==> src/rtl/sipo_demux_pkg.sv <==
// sipo_pkg: shared FSM state type and default frame width for sipo_demux
package sipo_pkg;
    typedef enum logic [1:0] {IDLE, DATA, PARITY} state_t;
    localparam int DEFAULT_WIDTH = 8;
endpackage

==> src/rtl/sipo_demux_demux1n.sv <==
// demux1n: 1-to-N one-hot decoder of a slot index, gated by an enable
module demux1n #(
    parameter int N  = 8,
    parameter int CW = $clog2(N)
) (
    input  logic [CW-1:0] sel,
    input  logic          en,
    output logic [N-1:0]  onehot
);
    for (genvar i = 0; i < N; i++) begin : g_dec
        assign onehot[i] = en && (sel == CW'(i));
    end
endmodule

==> src/rtl/sipo_demux.sv <==
// sipo_demux: LSB-first serial-to-parallel frame receiver with optional even parity
module sipo_demux
    import sipo_pkg::*;
#(
    parameter int WIDTH     = DEFAULT_WIDTH,
    parameter bit PARITY_EN = 1'b1
) (
    input  logic             clk,
    input  logic             rst,
    input  logic             din,
    input  logic             din_valid,
    input  logic             sof,
    output logic [WIDTH-1:0] dout,
    output logic             dout_valid,
    output logic             parity_err,
    output logic             busy
);
    localparam int CW = $clog2(WIDTH);
    state_t           state;
    logic [CW-1:0]    cnt;
    logic [WIDTH-1:0] shadow, shadow_nxt, we;
    logic             last;
    demux1n #(.N(WIDTH), .CW(CW)) u_dec (
        .sel    (cnt),
        .en     (din_valid && state == DATA && !sof),
        .onehot (we)
    );
    assign shadow_nxt = (shadow & ~we) | ({WIDTH{din}} & we);
    assign last       = cnt == CW'(WIDTH - 1);
    assign busy       = state != IDLE;
    // Frame FSM: sof restarts from any state, data slots fill in order, parity bit commits
    always_ff @(posedge clk or posedge rst) begin
        if (rst) begin
            state      <= IDLE;
            cnt        <= '0;
            shadow     <= '0;
            dout       <= '0;
            dout_valid <= 1'b0;
            parity_err <= 1'b0;
        end else begin
            dout_valid <= 1'b0;
            if (din_valid && sof) begin
                shadow <= WIDTH'(din);
                cnt    <= CW'(1);
                state  <= DATA;
            end else if (din_valid && state == DATA) begin
                shadow <= shadow_nxt;
                cnt    <= last ? '0 : cnt + CW'(1);
                if (last && PARITY_EN) begin
                    state <= PARITY;
                end else if (last) begin
                    state      <= IDLE;
                    dout       <= shadow_nxt;
                    dout_valid <= 1'b1;
                end
            end else if (din_valid && state == PARITY) begin
                state      <= IDLE;
                dout       <= shadow;
                parity_err <= din ^ (^shadow);
                dout_valid <= 1'b1;
            end
        end
    end
endmodule

==> config.mk <==
export PLATFORM = sky130hd
export DESIGN_NAME = sipo_demux
export DESIGN_NICKNAME = d
export VERILOG_FILES = /design/src/rtl/sipo_demux_pkg.sv /design/src/rtl/sipo_demux_demux1n.sv /design/src/rtl/sipo_demux.sv
export SDC_FILE = /design/constraint.sdc
export NUM_CORES = 1
export LEC_CHECK = 0
export ABC_AREA = 1
export CAP_MARGIN = 10
export CORE_MARGIN = 2
export CORE_UTILIZATION = 50
export CTS_BUF_LIST = sky130_fd_sc_hd__clkbuf_16
export DETAILED_ROUTE_END_ITERATION = 10
export GPL_ROUTABILITY_DRIVEN = 0
export HOLD_SLACK_MARGIN = 0.06
export PLACE_DENSITY = 0.73
export SYNTH_ARGS = -nofsm -noshare
export SYNTH_HDL_FRONTEND = slang
export SYNTH_HIERARCHICAL = 1
export SYNTH_SLANG_ARGS = --single-unit
==> constraint.sdc <==
create_clock -name clk -period 1.75 [get_ports clk]
set_input_delay 0.175 -clock clk [delete_from_list [all_inputs] [get_ports clk]]
set_output_delay 0.175 -clock clk [all_outputs]
set_load 0.005 [all_outputs]
Word level (Yosys, flattened, before mapping)

Cells that the tools add are included.

$add $sub $neg: 1
Reductions and logical operators: 20
Muxes and demuxes: 12
Bitwise gates (word level): 7
Equality and inequality tests: 10

Operators by type and width:

| cell                | count |
|---|---|
| $and 8x8->8         | 2 |
| $mux 8              | 2 |
| $eq 3x3->1 const B  | 4 |
| $logic_and 1x1->1   | 12 |
| $mux 3              | 3 |
| $mux 2              | 4 |
| $not 8->8           | 1 |
| $or 8x8->8          | 1 |
| $reduce_xor 8->1    | 1 |
| $eq 3x2->1 const B  | 2 |
| $reduce_bool 2->1   | 2 |
| $add 3x1->3 const B | 1 |
| $eq 3x1->1 const B  | 1 |
| $logic_not 3->1     | 1 |
| $mux 1              | 3 |
| $ne 3x3->1 const B  | 1 |
| $reduce_and 3->1    | 1 |
| $reduce_bool 3->1   | 1 |
| $eq 2x1->1 const B  | 1 |
| $eq 2x2->1 const B  | 1 |
| $not 1->1           | 2 |
| $reduce_and 2->1    | 1 |
| $logic_not 1->1     | 1 |
| $xor 1x1->1         | 1 |

Bits of input ports: 5
Output and inout bits: 11
Word-level logic and storage cells: 56
Flip-flop bits (word level): 23

Depth between registers and ports, before layout

Gate-level depths: netlist (run 1).

Depth in word-level cells: 9
Depth in mapped cells: 11
Mapped depth without buffers: 11

Hierarchy

The synthesis (run 1) kept the hierarchy.

Modules (own cells, without submodules):

| module     | seq. area each (µm²) | times used | cells each | area an instance (µm²) |
|---|---|---|---|---|
| sipo_demux | 575.6                | 1          | 137        | 1,189.9 |
| demux1n    | 0.0                  | 1          | 17         | 63.8 |

Least setup slack after synthesis (run 1)

Ideal clock, no wire load.

Path type: register to register
Start: register state[1]
End: register shadow[1]
Buffers on the path: 0
Setup time: 0.127 ns
Data required time: 1.623 ns
Cell stages (with the launch flop): 11
Period minus slack after synthesis: 1.373 ns
Arrival time: 1.246 ns
Setup slack: 0.377 ns
Cells stage by stage: dfrtp_1 > inv_2 > nand3_4 > clkinv_2 > nand2_4 > inv_1 > nand2_1 > nor2_1 > nor2_1 > a21oi_1 > o22ai_1

Cells in the longest elaborated chain, start to end: 9
Elaborated cells between the ends (all ways): 11
Those cells by class: eq/ne: 1; mux: 2; bitwise: 4; reduce/logical: 4

RTL lines:

| element                           | line                     | text |
|---|---|---|
| start, declared                   | sipo_demux.sv:19         | `state_t state;` |
| start signal, assigned            | sipo_demux.sv:34         | `state <= IDLE;` |
| start signal, assigned            | sipo_demux.sv:45         | `state <= DATA;` |
| start signal, assigned            | sipo_demux.sv:50         | `state <= PARITY;` |
| $eq 2x1->1 *                      | sipo_demux.sv:25         | `.en (din_valid && state == DATA && !sof),` |
| $logic_and 1x1->1 * (2 in series) | sipo_demux.sv:25         |  |
| $logic_and 1x1->1 *               | sipo_demux_demux1n.sv:11 | `assign onehot[i] = en && (sel == CW'(i));` |
| named net we[1]                   | sipo_demux.sv:21         | `logic [WIDTH-1:0] shadow, shadow_nxt, we;` |
| $not 8->8                         | sipo_demux.sv:28         | `assign shadow_nxt = (shadow & ~we) \| ({WIDTH{din}} & we);` |
| $and 8x8->8                       | sipo_demux.sv:28         |  |
| $or 8x8->8 *                      | sipo_demux.sv:28         |  |
| $mux 8 *                          | sipo_demux.sv:46         | `end else if (din_valid && state == DATA) begin` |
| $mux 8 *                          | sipo_demux.sv:42         | `if (din_valid && sof) begin` |
| end signal, assigned              | sipo_demux.sv:43         | `shadow <= WIDTH'(din);` |
| end signal, assigned              | sipo_demux.sv:47         | `shadow <= shadow_nxt;` |
| end, declared                     | sipo_demux.sv:21         |  |

Mark *: on every way through the listed nets, which the timed path passes. The rest lies on a longest branch. The select of a mux whose other input is x is not followed.
A chain may end at the register's enable or synchronous reset.

Worst setup path after layout (run 1)

Start: register state[0]
End: output busy

Cells in the longest elaborated chain, start to end: 1

RTL lines:

| element           | line             | text |
|---|---|---|
| $reduce_bool 2->1 | sipo_demux.sv:30 | `assign busy = state != IDLE;` |
| end, declared     | sipo_demux.sv:16 | `output logic busy` |

Every way passes these cells.

==> flow_summary.ini, run 1 <==
[power_and_ir_drop]
power_density_mw_per_mm2 = 1085
p_total_mw = 1.665
switching_share_pct = 29.55
p_seq_share_pct = 42.0
combPwrFrac_pct = 28.1
intPower_mw = 1.173
ir_drop_mv = 0.7704
p_leak_nw = 0.7609
clockPowerShare_pct = 29.9
p_sw_uw = 492.1

[floorplan]
die_area_sq_mm = 0.002924
fp.coreArea_sq_mm = 0.002432
start_util_pct = 51.54
fp.dieH_microns = 54.08
rows = 18
fp.dieW_microns = 54.08
ios = 16

[worst_setup_path]
cp_max_fo = 4
critical_path_required_ns = 1.57
end_kind = primary output
path_cells = or2_2, clkdlybuf4s50_1
cp_top_family = flip-flops
start_kind = flop
critical_path_class = flop to primary output
cpMaxStageDelayCell = dfrtp_1
arrival_ns = 1.48
cp_slowest_stage_delay_ns = 0.45
path_buf_inv = 1

[finish]
area_delta_synth_final_pct = 22.45
final.fill_count = 206
fin_area_sq_mm = 0.001535
drive_above_1_share_pct = 15.43
stdcell_count = 205
regArea_sq_um = 575.6
num_antenna_cells = 0
layout.nets = 183
final_core_util_pct = 63.12
multi_input_area_sq_um = 585.6

[flow_run]
cap_violations = 0

[detailed_routing]
wl_per_cell_microns = 11.21
first_pass_iters = 4
vias = 1064
drt_first_iter_violations = 25
drtAntennaViolNets = 0
viasPerCell = 5.190
wirelength_microns = 2298
drcViolationCount = 0

[clocking]
hold_buffers = 0
post_cts_buffers = 0
htree_num_levels = 1
clock_latency_ns = 0.26
cts.sinks = 23
cts_root_buffer = clkbuf_16
ctsResizeCount = 0
clock_path_buffers = 2
cts_tree = done
numCtsBuffers = 3
path_clk_slew_ns = 0.06

[sta]
setup_violations = 0
fin_setup_tns_ns = 0
finalClockSkew_ns = 0.003294
fin_crit_ns = 1.650
slew_violations = 0
rsz0062_at_grt = false
fmax_mhz = 605.9
tightest_slew_ns = 0.2978
min_period_over_period_pct = 94.31
maxSlewHeadroom_pct = 80.15
hold_viol_final = 0

[synthesis]
async_flop_share_pct = 100.0
synth_top_area_share_pct = 45.91
syn-num-nets = 161
synth_edf_count = 0
synth_ff_type = dfrtp_1
syn_area_sq_mm = 0.001254
ys.warnings.count = 6
synth.area.top_cells = dfrtp_1 46%, nand2_1 14%, o21ai_2 6.3%, inv_1 5.4%, nor2_1 4.5%
synth.largest_area_cell = dfrtp_1
ys_seq_elements = 23
netlist_instances = 154
yosysSeqAreaShare_pct = 45.91
yosys-top-cells-count = 46 x nand2_1, 23 x dfrtp_1, 18 x inv_1
yosysUniqueCellTypes = 24
syn_avg_cell_area_sq_um = 8.141
yosysMostFrequentCell = nand2_1

[placement]
portBuffers = 15
dp_hpwl_microns = 1755
dp_cells = 201
place_area_sq_mm = 0.001455

[worst_hold_path]
hold_class = input port to async pin

[status]
status = finished, final reports clean

[global_routing]
antenna_found_initial = 0
gr-total-overflow = 0
first_global_vias = 946
grtUsageTotal_pct = 18.82
grt_first_pass_wirelength_microns = 3891
grt_start_max_net_pins = 24
[logic make-up after synthesis]
family | count (synthesis) | share of synthesized area [%]
compound gates | 29 | 15.87
xor+xnor | 2 | 1.397
fa+ha+maj | 2 | 1.996
buf+inv | 22 | 7.384
flops | 23 | 45.91
simple gates | 76 | 27.45
[stage by stage]
step | setup WS (ns) | hold WS, ns
after floorplan | 0.3773 | 0.1769
after global placement | 0.1192 | 0.4615
after detailed placement | 0.05874 | 0.4665
after CTS | 0.08854 | 0.2799
after global routing | 0.06714 | 0.3131
final | 0.09951 | 0.2670
[worst register-to-register path, stage by stage (launching register included)]
cell and delay (ns):
dfrtp_1 0.40, inv_2 0.11, nand3_4 0.08, clkinv_2 0.08, nand2_4 0.04, inv_1 0.08, nand2_1 0.11, nor2_1 0.17
nor2_1 0.07, a21oi_1 0.12, o22ai_1 0.08
[cells in the final DEF, fill, tap and decap left out, drive strengths merged]
cell / count
nand2: 50
nand3: 9
xnor2: 1
buf: 4
inv: 19
xor2: 1
a21oi: 8
dfrtp: 23
ha: 2
o31ai: 2
nor2: 15
nor3: 1
clkinv: 2
o22ai: 7
clkdlybuf4s50: 15
o21ai: 12
clkbuf: 3
or2: 1
[flip-flops by register name, indices dropped and copies added, names as in the netlist, named ones only]
name and flops:
parity_err 1, cnt 3, dout 8, shadow 7
state 2, dout_valid 1
[final timing paths]
check                      cells after the start        end     start  slack, ns
min in group clk                               2    dout[5]   dout[5]       0.48
setup reg to reg                              10  shadow[7]  state[1]       0.30
setup / recovery                               2       busy  state[0]        0.1
hold / removal                                 3     cnt[0]       rst       0.27
hold reg to reg                                2    dout[5]   dout[5]       0.48
max in group asynchronous                      3    dout[1]       rst       1.25
[power groups by stage]
stage	Sequential (mW)	Clock [mW]	Combinational (mW)
floorplan	0.705	0	0.275
global placement	0.703	0	0.458
global route	0.710	0.539	0.533
detailed placement	0.708	0	0.475
CTS	0.698	0.517	0.476
finish	0.699	0.497	0.468
[routing by layer]
layer  vias to the layer above  global-route usage (%)  routed length, microns
met5                         -                       0                       0
met4                         0                   8.750                      42
met3                         5                   4.167                      94
met2                        18                   34.55                    1143
met1                       499                   20.31                    1016
li1                        542                       -                       -
[cell type report]
class                           instances  share of cell area [%]
Tap cell                               30                   2.445
Sequential cell                        23                   37.49
Timing Repair Buffer                   19                   11.74
Clock inverter                          1                  0.3260
Multi-Input combinational cell        109                   38.14
Inverter                               20                   4.971
Clock buffer                            3                   4.890
Note: power is estimated with default switching activity, not from simulation.
==> run 2: changes to the inputs <==
--- a/config.mk
+++ b/config.mk
@@ -11,9 +11,9 @@
 export CORE_UTILIZATION = 50
 export CTS_BUF_LIST = sky130_fd_sc_hd__clkbuf_16
 export DETAILED_ROUTE_END_ITERATION = 10
+export DONT_BUFFER_PORTS = 1
 export GPL_ROUTABILITY_DRIVEN = 0
 export HOLD_SLACK_MARGIN = 0.06
-export PLACE_DENSITY = 0.73
 export SYNTH_ARGS = -nofsm -noshare
 export SYNTH_HDL_FRONTEND = slang
 export SYNTH_HIERARCHICAL = 1
==> constraint.sdc (replaced) <==
create_clock -name clk -period 1.6 [get_ports clk]
set_input_delay 0.16 -clock clk [delete_from_list [all_inputs] [get_ports clk]]
set_output_delay 0.16 -clock clk [all_outputs]
set_load 0.005 [all_outputs]
==> run 2 against run 1 <==
Clock power rose by 8.0%. Die area did not move. Wire length fell by 1.9%. Largest power group unchanged. Largest cell class unchanged. Highest routed layer unchanged.
==> flow_summary.ini, run 2 (synthesis gave the netlist of run 1 again) <==
[finish]
regMostFlops = dout
drive_above_1_share_pct = 16.35
largest_register_ffs = 8
stdcell_count = 189
area_delta_synth_final_pct = 10.38
final_cell_mix = 46 x nand2_1, 23 x dfrtp_1, 19 x inv_1, 13 x nor2_1, 9 x o21ai_2
reg_top3 = dout x8, shadow x7, cnt x3
final_core_util_pct = 56.89
fin_area_sq_mm = 0.001384
layout_commonest_cell = nand2_1
layout.nets = 167
num_antenna_cells = 0

[clocking]
cts.sinks = 23
cts_root_buffer = clkbuf_16
cts_tree = done
path_clk_slew_ns = 0.06
htree_num_levels = 1
post_cts_buffers = 0
clock_latency_ns = 0.26
numCtsBuffers = 3
clock_path_buffers = 2

[sta]
fin_crit_ns = 1.530
setup_violations = 0
fin_setup_tns_ns = 0
setup_ws_ns = 0.07046
slew_violations = 0
min_period_over_period_pct = 95.60
fmax_mhz = 653.8
finalClockSkew_ns = 0.0007811
maxSlewHeadroom_pct = 76.11
rsz0062_at_grt = true
holdWs_ns = 0.08012
tightest_slew_ns = 0.3579
hold_viol_final = 0

[detailed_routing]
drcViolationCount = 0
vias = 984
wirelength_microns = 2255
wl_per_cell_microns = 11.93
first_pass_iters = 4
drtAntennaViolNets = 0
drt_first_iter_violations = 11
viasPerCell = 5.206

[worst_hold_path]
holdPathStages = 2
hold_class = input port to flop
min_from = din

[global_routing]
first_global_vias = 859
grt_start_max_net_pins = 19
antenna_found_initial = 0
grtUsageTotal_pct = 17.41
grt-busiest-layer = met2
use_met2_pct = 29.67
gr-usage-met1_pct = 19.41
gr-total-overflow = 0
grt_first_pass_wirelength_microns = 3601
grt_util_met3_pct = 5.278

[floorplan]
fp.dieW_microns = 54.08
fp.dieH_microns = 54.08
rows = 18
start_util_pct = 51.54
die_area_sq_mm = 0.002924
fp.coreArea_sq_mm = 0.002432
ios = 16

[worst_setup_path]
critical_path_required_ns = 1.74
reg2reg_depth = 10
end_kind = flop
start_kind = flop
cp_max_fo = 7
worst-r2r-setup-slack_ns = 0.07
path_cells = inv_2, nand3_4, clkinv_2, nand2_4, inv_1, nand2_1, nor2_1, nor2_1, a21oi_1, o22ai_1
crit-reg2reg-launch = state[1]
cp_slowest_stage_delay_ns = 0.40
cpMostUsedCell = nor2_1
r2r-end = shadow[7]
cpMaxStageDelayCell = dfrtp_1
cp_top_family = simple AND/OR/NAND/NOR gates
critical_path_class = flop to flop
arrival_ns = 1.67
path_buf_inv = 3

[power_and_ir_drop]
p_total_mw = 1.678
power_density_mw_per_mm2 = 1213
ir_drop_mv = 0.7067
p_leak_nw = 0.7015

[placement]
dp_cells = 184
dpl_worst_slack_ns = 0.1002
place_area_sq_mm = 0.001290
dp_hpwl_microns = 1708
portBuffers = 0

[status]
status = finished, final reports clean

[flow_run]
cap_violations = 0
## run 2: cell type report
type,instances,area (sq um)
fill,234,1049
timing repair buffer,3,25.02
tap,30,37.54
clock inverter,1,3.754
clock buffer,3,75.07
sequential,23,575.6
multi-input combinational,109,590.6
inverter,20,76.32
## run 2: worst reg2reg max path: stages, from the launching register on
cell	delay [ns]
dfrtp_1	0.40
inv_2	0.10
nand3_4	0.11
clkinv_2	0.09
nand2_4	0.04
inv_1	0.09
nand2_1	0.12
nor2_1	0.19
nor2_1	0.07
a21oi_1	0.12
o22ai_1	0.08
## run 2: how the worst max path moves through the flow
stage                     startpoint        end  cells after the start
after global placement      state[1]  shadow[6]                     10
after detailed placement    state[1]  shadow[7]                     10
after CTS                   state[1]  shadow[7]                     10
after floorplan             state[1]  shadow[1]                     10
after global routing        state[1]  shadow[7]                     10
final                       state[1]  shadow[7]                     10
## run 2: routing by layer
layer	up-vias	share of wire [%]
met3	2	6.0
met5	-	0
li1	508	-
met1	449	44
met4	0	1.0
met2	25	49
## run 2: report_power, final
| part | switching, mW | leakage (nW) | internal, mW | total [mW] |
|---|---|---|---|---|
| combinational | 0.221 | 0.356 | 0.139 | 0.360 |
| sequential | 0.0961 | 0.304 | 0.685 | 0.781 |
| clock | 0.203 | 0.0423 | 0.334 | 0.537 |
## run 2: what timing repair did
item / in CTS / in global routing
hold endpoints to repair: 9 / 0
endpoints found under the setup margin: 0 / 3
resized for setup: 0 / 2
hold buffers: 1 / 0
==> run 3: changes to the inputs <==
--- a/config.mk
+++ b/config.mk
@@ -12,8 +12,8 @@
 export CTS_BUF_LIST = sky130_fd_sc_hd__clkbuf_16
 export DETAILED_ROUTE_END_ITERATION = 10
 export DONT_BUFFER_PORTS = 1
-export GPL_ROUTABILITY_DRIVEN = 0
 export HOLD_SLACK_MARGIN = 0.06
+export SKIP_CTS_REPAIR_TIMING = 1
 export SYNTH_ARGS = -nofsm -noshare
 export SYNTH_HDL_FRONTEND = slang
 export SYNTH_HIERARCHICAL = 1
==> results of run 3 <==
Same layout as run 2: the final DEF is identical, and so are final timing and power.
